## src/rtl/palindrome_pkg.sv

```systemverilog
// Shared types and constants for the palindrome framing/checking blocks.
package palindrome_pkg;

    // Output-side occupancy of the framer.
    typedef enum logic {
        ST_EMPTY = 1'b0,
        ST_FULL  = 1'b1
    } framer_state_t;

    // Width of the optional word/palindrome statistics counters.
    localparam int PAL_STAT_W = 16;

endpackage : palindrome_pkg

```

## src/rtl/palindrome_mirror_cmp.sv

```systemverilog
// Combinational mirror comparator: match is 1 when word reads the same from
// both ends. Bit i is compared with bit DATA_WIDTH-1-i; the centre bit of an
// odd-width word has no partner and does not affect the result.
module palindrome_mirror_cmp
    import palindrome_pkg::*;
#(
    parameter int DATA_WIDTH = 32
) (
    input  logic [DATA_WIDTH-1:0] word,
    output logic                  match
);

    // AND together the equality of every mirrored bit pair.
    always_comb begin
        match = 1'b1;
        for (int i = 0; i < DATA_WIDTH / 2; i++) begin
            match = match & (word[i] == word[DATA_WIDTH-1-i]);
        end
    end

endmodule : palindrome_mirror_cmp

```

## src/rtl/serial_palindrome_framer.sv

```systemverilog
// Serial-to-word framer with palindrome flag.
// Collects DATA_WIDTH accepted bits into a word, registers the word together
// with its palindrome flag and offers both on a valid/ready output. While a
// word is held, the next word keeps collecting until its final bit, which is
// stalled only if the held word has still not been taken.
// Optional build macro: PAL_FRAMER_STATS_EN adds saturating word_cnt/pal_cnt
// counters of output transfers (pal_cnt only for palindromic words).
module serial_palindrome_framer
    import palindrome_pkg::*;
#(
    parameter int DATA_WIDTH = 32,
    parameter bit MSB_FIRST  = 1'b1
) (
    input  logic                  clk,
    input  logic                  reset,
    input  logic                  din,
    input  logic                  din_valid,
    output logic                  din_ready,
    output logic [DATA_WIDTH-1:0] dout_word,
    output logic                  dout_pal,
    output logic                  dout_valid,
    input  logic                  dout_ready
`ifdef PAL_FRAMER_STATS_EN
    ,
    output logic [PAL_STAT_W-1:0] word_cnt,
    output logic [PAL_STAT_W-1:0] pal_cnt
`endif
);

    localparam int              CNT_W    = $clog2(DATA_WIDTH);
    localparam logic [CNT_W-1:0] CNT_LAST = CNT_W'(DATA_WIDTH - 1);

    framer_state_t             state_r;
    framer_state_t             state_nx_s;
    logic [CNT_W-1:0]          cnt_r;
    logic [DATA_WIDTH-1:0]     sr_r;
    logic [DATA_WIDTH-1:0]     shifted_s;
    logic [DATA_WIDTH-1:0]     dout_word_r;
    logic                      dout_pal_r;
    logic                      pal_s;
    logic                      last_bit_s;
    logic                      din_ready_s;
    logic                      accept_s;
    logic                      complete_s;

    assign last_bit_s  = (cnt_r == CNT_LAST);
    // Only the word-completing bit must wait for the held word to drain.
    assign din_ready_s = !(last_bit_s && (state_r == ST_FULL) && !dout_ready);
    assign accept_s    = din_valid && din_ready_s;
    assign complete_s  = accept_s && last_bit_s;

    // Shift register value after taking the current bit, in the selected bit order.
    always_comb begin
        if (MSB_FIRST) begin
            shifted_s = {sr_r[DATA_WIDTH-2:0], din};
        end else begin
            shifted_s = {din, sr_r[DATA_WIDTH-1:1]};
        end
    end

    palindrome_mirror_cmp #(
        .DATA_WIDTH (DATA_WIDTH)
    ) u_mirror_cmp (
        .word  (shifted_s),
        .match (pal_s)
    );

    // Output occupancy: a completion always (re)fills, otherwise a transfer empties.
    always_comb begin
        state_nx_s = state_r;
        case (state_r)
            ST_EMPTY: begin
                if (complete_s) begin
                    state_nx_s = ST_FULL;
                end else begin
                    state_nx_s = ST_EMPTY;
                end
            end
            ST_FULL: begin
                if (complete_s) begin
                    state_nx_s = ST_FULL;
                end else if (dout_ready) begin
                    state_nx_s = ST_EMPTY;
                end else begin
                    state_nx_s = ST_FULL;
                end
            end
            default: begin
                state_nx_s = ST_EMPTY;
            end
        endcase
    end

    // State, bit counter, shift register and output word registers.
    always_ff @(posedge clk) begin
        if (reset) begin
            state_r     <= ST_EMPTY;
            cnt_r       <= {CNT_W{1'b0}};
            sr_r        <= {DATA_WIDTH{1'b0}};
            dout_word_r <= {DATA_WIDTH{1'b0}};
            dout_pal_r  <= 1'b0;
        end else begin
            state_r <= state_nx_s;
            if (accept_s) begin
                sr_r <= shifted_s;
                if (last_bit_s) begin
                    cnt_r <= {CNT_W{1'b0}};
                end else begin
                    cnt_r <= cnt_r + CNT_W'(1);
                end
            end
            if (complete_s) begin
                dout_word_r <= shifted_s;
                dout_pal_r  <= pal_s;
            end
        end
    end

    assign din_ready  = din_ready_s;
    assign dout_word  = dout_word_r;
    assign dout_pal   = dout_pal_r;
    assign dout_valid = (state_r == ST_FULL);

`ifdef PAL_FRAMER_STATS_EN
    logic [PAL_STAT_W-1:0] word_cnt_r;
    logic [PAL_STAT_W-1:0] pal_cnt_r;
    logic                  xfer_s;

    // Saturating increment for the statistics counters.
    function automatic logic [PAL_STAT_W-1:0] sat_inc(input logic [PAL_STAT_W-1:0] v);
        logic [PAL_STAT_W-1:0] r;
        if (v == {PAL_STAT_W{1'b1}}) begin
            r = v;
        end else begin
            r = v + PAL_STAT_W'(1);
        end
        return r;
    endfunction

    assign xfer_s = (state_r == ST_FULL) && dout_ready;

    // Count output transfers and the palindromic ones among them.
    always_ff @(posedge clk) begin
        if (reset) begin
            word_cnt_r <= {PAL_STAT_W{1'b0}};
            pal_cnt_r  <= {PAL_STAT_W{1'b0}};
        end else if (xfer_s) begin
            word_cnt_r <= sat_inc(word_cnt_r);
            if (dout_pal_r) begin
                pal_cnt_r <= sat_inc(pal_cnt_r);
            end
        end
    end

    assign word_cnt = word_cnt_r;
    assign pal_cnt  = pal_cnt_r;
`endif

endmodule : serial_palindrome_framer
```

## config.mk

```make
export PLATFORM = sky130hd
export DESIGN_NAME = serial_palindrome_framer
export DESIGN_NICKNAME = d
export VERILOG_FILES = /design/src/rtl/palindrome_pkg.sv /design/src/rtl/palindrome_mirror_cmp.sv /design/src/rtl/serial_palindrome_framer.sv
export SDC_FILE = /design/constraint.sdc
export NUM_CORES = 1
export LEC_CHECK = 0
export BUFFER_PORTS_ARGS = -buffer_cell sky130_fd_sc_hd__buf_2
export CORE_MARGIN = 1
export CORE_UTILIZATION = 60
export CTS_CLUSTER_SIZE = 30
export DETAILED_ROUTE_END_ITERATION = 16
export PLACE_DENSITY = 0.84
export SKIP_LAST_GASP = 1
export SLEW_MARGIN = 15
export SYNTH_ARGS = -nofsm -noshare
export SYNTH_HDL_FRONTEND = slang
export SYNTH_SLANG_ARGS = --single-unit
```

## constraint.sdc

```tcl
create_clock -name clk -period 3.7 [get_ports clk]
set_input_delay 0.185 -clock clk [delete_from_list [all_inputs] [get_ports clk]]
set_output_delay 0.185 -clock clk [all_outputs]
set_load 0.05 [all_outputs]
```

; ---- Yosys cells after proc, flatten, opt, wreduce, memory -nomap -nowiden
; Cells that the tools add are included.
[classes]
n_reduce_logical = 6
bitwise_logic = 16
order_cmp = 0
multipliers = 0
n_eq_ne = 17
muxes = 5
shift = 0
add_sub_neg = 1
n_div = 0
[ops]
columns = cell, n
row1 = $eq 1x1->1, 16
row2 = $and 1x1->1, 15
row3 = $add 5x1->5 const B, 1
row4 = $eq 5x5->1 const B, 1
row5 = $mux 5, 1
row6 = $logic_and 1x1->1, 4
row7 = $mux 1, 3
row8 = $logic_not 1->1, 2
row9 = $pmux 1 s2, 1
row10 = $not 1->1, 1
[word_totals]
reg_bits = 70
in_bits = 5
word_cells = 50
ram_bits = 0
memories = 0
latchBits = 0
out_inout_bits = 35
romBits = 0

; ---- Depth between registers and ports, before layout
; Gate-level depths: netlist (run 1).
[logic_depth]
ltp_word = 16
depth_mapped = 9

; ---- Modules after synthesis
; A second synthesis (run 1) with hierarchy kept.
[unflattened]
cells_unflattened = 311
area_unflattened_um2 = 2979.1
[by_module_without_submodules]
columns = mod, area_per_inst_um2, seq_area_each_um2, cells_each, instances
row1 = serial_palindrome_framer, 2801.4, 1401.3, 290, 1
row2 = palindrome_mirror_cmp, 177.7, 0.0, 21, 1

; ---- Least setup slack after synthesis (run 1)
; Ideal clock, no wire load.
[synth_timing]
path_kind = reg2reg
from = register cnt_r[0]
to = register cnt_r[1]
t_required_ns = 3.568
path_buffers = 2
setup_slack_ns = 1.461
path_stages_with_launch = 10
setup_ns = 0.132
arrival_time_ns = 2.107
path_cell_list = dfxtp_1 > ha_1 > and3_1 > ha_1 > nand3b_1 > and2_1 > buf_2 > buf_2 > nand2_1 > a21oi_1
[synth_between]
elab_chain_cells = 5
elab_cells_between_ends = 7
[synth_lines]
columns = item, line_no
row1 = "start, declared", serial_palindrome_framer.sv:35  ; logic [CNT_W-1:0] cnt_r;
row2 = "start signal, assigned", serial_palindrome_framer.sv:98  ; cnt_r <= {CNT_W{1'b0}};
row3 = "start signal, assigned", serial_palindrome_framer.sv:107  ; cnt_r <= {CNT_W{1'b0}};
row4 = "start signal, assigned", serial_palindrome_framer.sv:109  ; cnt_r <= cnt_r + CNT_W'(1);
row5 = $eq 5x5->1, serial_palindrome_framer.sv:46  ; assign last_bit_s = (cnt_r == CNT_LAST);
row6 = $logic_and 1x1->1 (2 in a row), serial_palindrome_framer.sv:48  ; assign din_ready_s = !(last_bit_s && (state_r == ST_FULL) && !dout_ready);
row7 = $logic_not 1->1, serial_palindrome_framer.sv:48
row8 = net din_ready, serial_palindrome_framer.sv:18  ; output logic din_ready,
row9 = $logic_and 1x1->1, serial_palindrome_framer.sv:49  ; assign accept_s = din_valid && din_ready_s;
; The timed path passes the listed nets, and every way through them passes these cells.
; A chain may end at the register's enable or synchronous reset.

; ---- Final worst setup path (run 1)
[layout_timing]
from = register cnt_r[0]
to = register dout_word_r[20], in the netlist dout_word[20]
[layout_between]
elab_chain_cells = 6
[layout_lines]
columns = item, line_no
row1 = $eq 5x5->1 (*), serial_palindrome_framer.sv:46
row2 = $logic_and 1x1->1 (2 in a row), serial_palindrome_framer.sv:48
row3 = $logic_not 1->1, serial_palindrome_framer.sv:48
row4 = $logic_and 1x1->1, serial_palindrome_framer.sv:49
row5 = $logic_and 1x1->1 (*), serial_palindrome_framer.sv:50  ; assign complete_s = accept_s && last_bit_s;
row6 = "end signal, assigned", serial_palindrome_framer.sv:100  ; dout_word_r <= {DATA_WIDTH{1'b0}};
row7 = "end signal, assigned", serial_palindrome_framer.sv:113  ; dout_word_r <= shifted_s;
row8 = "end, declared", serial_palindrome_framer.sv:38  ; logic [DATA_WIDTH-1:0] dout_word_r;
; Mark *: on every way between the ends. The rest lies on a longest branch, timed or not.

==> metrics.cfg, run 1 <==
[status]
outcome=finished clean

[final_layout]
n_fill_cell=321
final_common_cell=nand2_1
drive_above_1_share_pct=15.8
n_antenna_cell=0
seq_area_um2=1400
multiInputGateArea_um2=1160
design_area_um2=3030
layout_common_cells=nand2_1, dfxtp_1, a21oi_1
nNetsFinal=372
areaGrowthSynthToFinish_pct=14.0

[die]
floorplan.initialDensity_pct=64.6
dieArea_um2=4700
core_area_um2=4120
dieHeight_um=68.6
rows=23
die_w_um=68.6
ioPinCount=40

[global_routing]
grt_pass1_wl_um=8620
grt_usage_pct=25.6
grt_max_degree=38
overflow=0
antenna_found_initial=0
first_global_vias=1927

[worst_hold_path]
hp-class=input port to flop

[setup_path]
path_class=flop to flop
start_kind=flop
endpoint_kind=flop
crit_fanout=32
cp.required_ns=3.95
worstPathArrival_ns=2.56

[yosys]
synth_ff_type=dfxtp_1
synth_edf_count=0
postSynthCellCount=335
synthArstFlopShare_pct=0
seq_area_frac_synth_pct=52.7
ys_ff_latch=70
syn_area_um2=2660
synth_cell_types=26
synth_warnings=0
avgSynthCellArea_um2=7.94
synthesis.nets=342

[cts]
cts_resized=0
clk_latency_ns=0.33
ctsHoldBuffers=0
root_buffer=clkbuf_8
clk_pin_slew_ns=0.07
cts_htree_levels=3
postCtsSetupBuffers=0
clockBufferDepth=2
cts_sinks=70
cts_tree=yes
cts_inserted_buffers=9

[timing]
finalHoldViolCount=0
rsz0062_at_grt=false
worst_pin_slew_ns=1.07
slew_violations=0
fmax_mhz=433
period_share_pct=62.4
worst_clock_skew_ns=0.00631
period_minus_slack_ns=2.31
setup_viol=0
tns_ns=0
relSlewSlack_pct=28.4

[pwr]
ir_worst_vdd_uv=336
power.density_nw_per_um2=455
totalPowerFinal_mw=1.38
p_leak_nw=1.21

[detailed_routing]
num_vias=2294
drc=0
ant_nets=0
drtIter0Drc=155
vias_per_cell=5.49
wl_um=5360
first_pass_iters=4
wl_per_cell_um=12.8

[place]
gp_congestion=0.784
dpl_cell_area_um2=2840
port_buffers=39
hpwl_um=3440

[job]
max_cap_viol_count=0

cells in the mapped netlist, types with 2 or more instances:
cell / number / area, um^2
nand2b_1: 2 / 12.5
nor4_1: 2 / 12.5
nand3_1: 2 / 10.0
nand3b_1: 3 / 22.5
nand2_1: 130 / 488
buf_2: 11 / 55.1
clkbuf_1: 10 / 37.5
xor2_1: 12 / 105
dfxtp_1: 70 / 1400
a21oi_1: 68 / 340
ha_1: 2 / 25.0
nor2_1: 4 / 15.0
xnor2_1: 4 / 35.0
and3_1: 2 / 12.5
buf_1: 2 / 7.51
final cells by class:
type / instances / share of cell area, %
timing repair buffer: 42 / 7.18
sequential: 70 / 46.2
tap: 50 / 2.06
clock buffer: 14 / 6.36
multi-input combinational: 242 / 38.2
worst paths after layout:
kind              depth (start not counted)             to     startpoint  slack, ns
setup / recovery                          6  dout_word[20]       cnt_r[0]       1.39
hold / removal                            3   dout_word[0]            din       0.14
setup reg to reg                          6  dout_word[20]       cnt_r[0]       1.39
hold reg to reg                           2  dout_word[26]  dout_word[26]       0.45
cell families after synthesis:
kind of cell / Yosys count / synth area share (%)
adders and majority gates: 2 / 0.941
DFF: 70 / 52.7
xor gates and xnor gates: 16 / 5.27
AOI/OAI and AO/OA: 71 / 13.6
and+or+nand+nor: 152 / 23.3
buffers and inverters: 23 / 3.76
muxes: 1 / 0.376
through the flow:
step / hold slack (ns) / worst slack, ns / util (%) / cells
finish: 0.136 / 1.39 / 73.7 / 418
floorplan: 0.321 / 1.46 / - / 335
CTS: 0.117 / 1.39 / 73.7 / 418
global placement: 0.439 / 1.50 / 69.0 / 404
detailed placement: 0.443 / 1.42 / 69.0 / 404
global route: 0.123 / 1.14 / 73.7 / 418
critical path, cell delays in order (launching register included):
cell     delay, ns
dfxtp_1       0.37
ha_1          0.19
and3_1        0.16
ha_1          0.27
and3_1        0.92
nand2_1       0.15
a21oi_1       0.19
routing by layer:
metal	wire, um	GRT usage [%]
met1	2340	30.8
met2	2660	40.8
met5	0	0
met3	225	8.06
met4	133	13.0
power breakdown:
part	switching [mW]	internal [mW]
clock network	0.252	0.328
registers	0.00324	0.756
logic	0.0290	0.00898
registers in the layout, indices dropped and copies added (netlist names):
name and flops:
dout_pal 1, cnt_r 5, dout_word 32, dout_valid 1, sr_r 31
(Power assumes the default switching activity.)
==> run 2, diff against run 1 <==
--- a/config.mk
+++ b/config.mk
@@ -7,10 +7,10 @@
 export LEC_CHECK = 0
 export BUFFER_PORTS_ARGS = -buffer_cell sky130_fd_sc_hd__buf_2
 export CORE_MARGIN = 1
-export CORE_UTILIZATION = 60
+export CORE_UTILIZATION = 50
 export CTS_CLUSTER_SIZE = 30
 export DETAILED_ROUTE_END_ITERATION = 16
-export PLACE_DENSITY = 0.84
+export PLACE_DENSITY = 0.75
 export SKIP_LAST_GASP = 1
 export SLEW_MARGIN = 15
 export SYNTH_ARGS = -nofsm -noshare
==> constraint.sdc (replaced) <==
create_clock -name clk -period 1.96 [get_ports clk]
set_input_delay 0.098 -clock clk [delete_from_list [all_inputs] [get_ports clk]]
set_output_delay 0.098 -clock clk [all_outputs]
set_load 0.05 [all_outputs]
==> metrics.cfg, run 2 (synthesis results as in run 1) <==
[place]
port_buffers=39  ; unchanged
dp_cells=428  ; +5.9%
hpwl_um=3630  ; +5.7%
gp_congestion=0.779  ; -0.56%

[setup_path]
endpoint_kind=output port
crit_top_cell=ha_4
critPathSlowestCell=dfxtp_2
r2r_cells=8  ; +2
path_cells=ha_4, and3_4, ha_4, nand3b_1, buf_2
slowest_delay_ns=0.34  ; -0.58 ns
worstPathArrival_ns=1.60  ; -0.96 ns
crit_buf_inv=1  ; +1
crit_fanout=6  ; -81%
cp.depth=5  ; -1
cp.required_ns=1.86  ; -2.09 ns
path_class=flop to output port
crit_family=flip-flops
start_kind=flop

[cts]
cts_resized=0  ; unchanged
postCtsSetupBuffers=0  ; unchanged
clk_latency_ns=0.33  ; about the same
ctsHoldBuffers=0  ; unchanged
cts_inserted_buffers=9  ; unchanged
root_buffer=clkbuf_8
cts_htree_levels=3  ; unchanged
cts_sinks=70  ; unchanged
cts_tree=yes
clockBufferDepth=2  ; unchanged
clk_pin_slew_ns=0.07  ; about the same

[timing]
rsz0062_at_grt=false
worst_pin_slew_ns=0.478  ; -0.596 ns
slew_violations=0  ; unchanged
period_share_pct=86.5
worst_clock_skew_ns=0.00939  ; +0.00308 ns
setup_viol=0  ; unchanged
fmax_mhz=590
relSlewSlack_pct=68.1  ; +40 points
period_minus_slack_ns=1.70
finalHoldViolCount=0  ; unchanged
worst_hold_slack_ns=0.0337  ; -0.102 ns

[die]
dieArea_um2=5610  ; +19%
rows=26  ; +13%
ioPinCount=40  ; unchanged
core_area_um2=5110  ; +24%
floorplan.initialDensity_pct=52.1  ; -13 points
die_w_um=74.9  ; +9.3%
dieHeight_um=74.9  ; +9.3%

[global_routing]
antenna_found_initial=0  ; unchanged
grt_usage_pct=21.6  ; -4.0 points
overflow=0  ; unchanged
first_global_vias=1948  ; +1.1%
grt_pass1_wl_um=8930  ; +3.6%
grt_max_degree=37  ; -2.6%

[final_layout]
layout_common_cells=nand2_1, a21oi_1, dfxtp_1
areaGrowthSynthToFinish_pct=19.1
largest_reg_flops=32  ; unchanged
final_common_cell=nand2_1
nNetsFinal=376  ; +1.1%
final_cells=444  ; +6.2%
drive_above_1_share_pct=17.9  ; +2.2 points
n_antenna_cell=0  ; unchanged

[detailed_routing]
vias_per_cell=5.03  ; -8.3%
first_pass_iters=4  ; unchanged
ant_nets=0  ; unchanged
wl_per_cell_um=12.4  ; -3.0%
drtIter0Drc=225  ; +45%
num_vias=2234  ; -2.6%
drc=0  ; unchanged
wl_um=5520  ; +3.1%

[job]
max_cap_viol_count=0  ; unchanged

[pwr]
p_leak_nw=1.25  ; +2.7%
power.density_nw_per_um2=877  ; +93%
ir_worst_vdd_uv=617  ; +84%

[worst_hold_path]
worstHoldPathCells=3  ; unchanged
hp-class=input port to flop

[status]
outcome=finished clean

run 2: cell types whose count changed in the layout (fill, tap and decap cells not counted), sizes merged:
| cell | delta |
|---|---|
| clkinv | +2 |
| bufinv | +2 |
| buf | +4 |
| clkbuf | -2 |
run 2: where the power goes:
part           internal, mW  switching [mW]  leakage (nW)
combinational        0.0266          0.0570         0.572
clock                 0.749           0.511         0.110
sequential             1.43         0.00702         0.565
run 2: routing by layer:
layer	GRT usage (%)	up-vias	wire length, um
met4	11.3	0	120
met3	4.02	10	178
met5	0	-	0
li1	-	1152	-
met2	32.6	50	2480
met1	29.4	1022	2740
run 2: path summary, 6_finish.rpt:
| check | startpoint | to | slack (ns) |
|---|---|---|---|
| max | cnt_r[1] | din_ready | 0.26 |
| min | din | sr_r[0] | 0.03 |
| max reg2reg | cnt_r[1] | sr_r[9] | 0.30 |
| min reg2reg | dout_word[21] | dout_word[21] | 0.45 |
run 2: area by class of cell:
cell class                 count  area [um^2]
timing repair buffer          46          273
clock buffer                  12          145
tap                           70         87.6
clock inverter                 4         70.1
fill                         451         1940
multi-input combinational    242         1190
sequential                    70         1400
run 2: metrics by stage:
stage                     power (mW)  worst slack [ns]  instance area [um^2]  util, %  setup TNS, ns
after floorplan                 1.53           -0.0913                  2720        -          -2.75
after global placement          1.55             0.368                  2950     57.8              0
after detailed placement        1.55             0.317                  2950     57.8              0
after CTS                       2.80             0.249                  3170     62.0              0
after global routing            2.87             0.161                  3170     62.0              0
final                           2.78             0.264                  3170     62.0              0
run 2: tightest hold or removal path, cell delays in order:
cell and delay (ns):
buf_2 0.12, nand2_1 0.05, a21oi_1 0.05
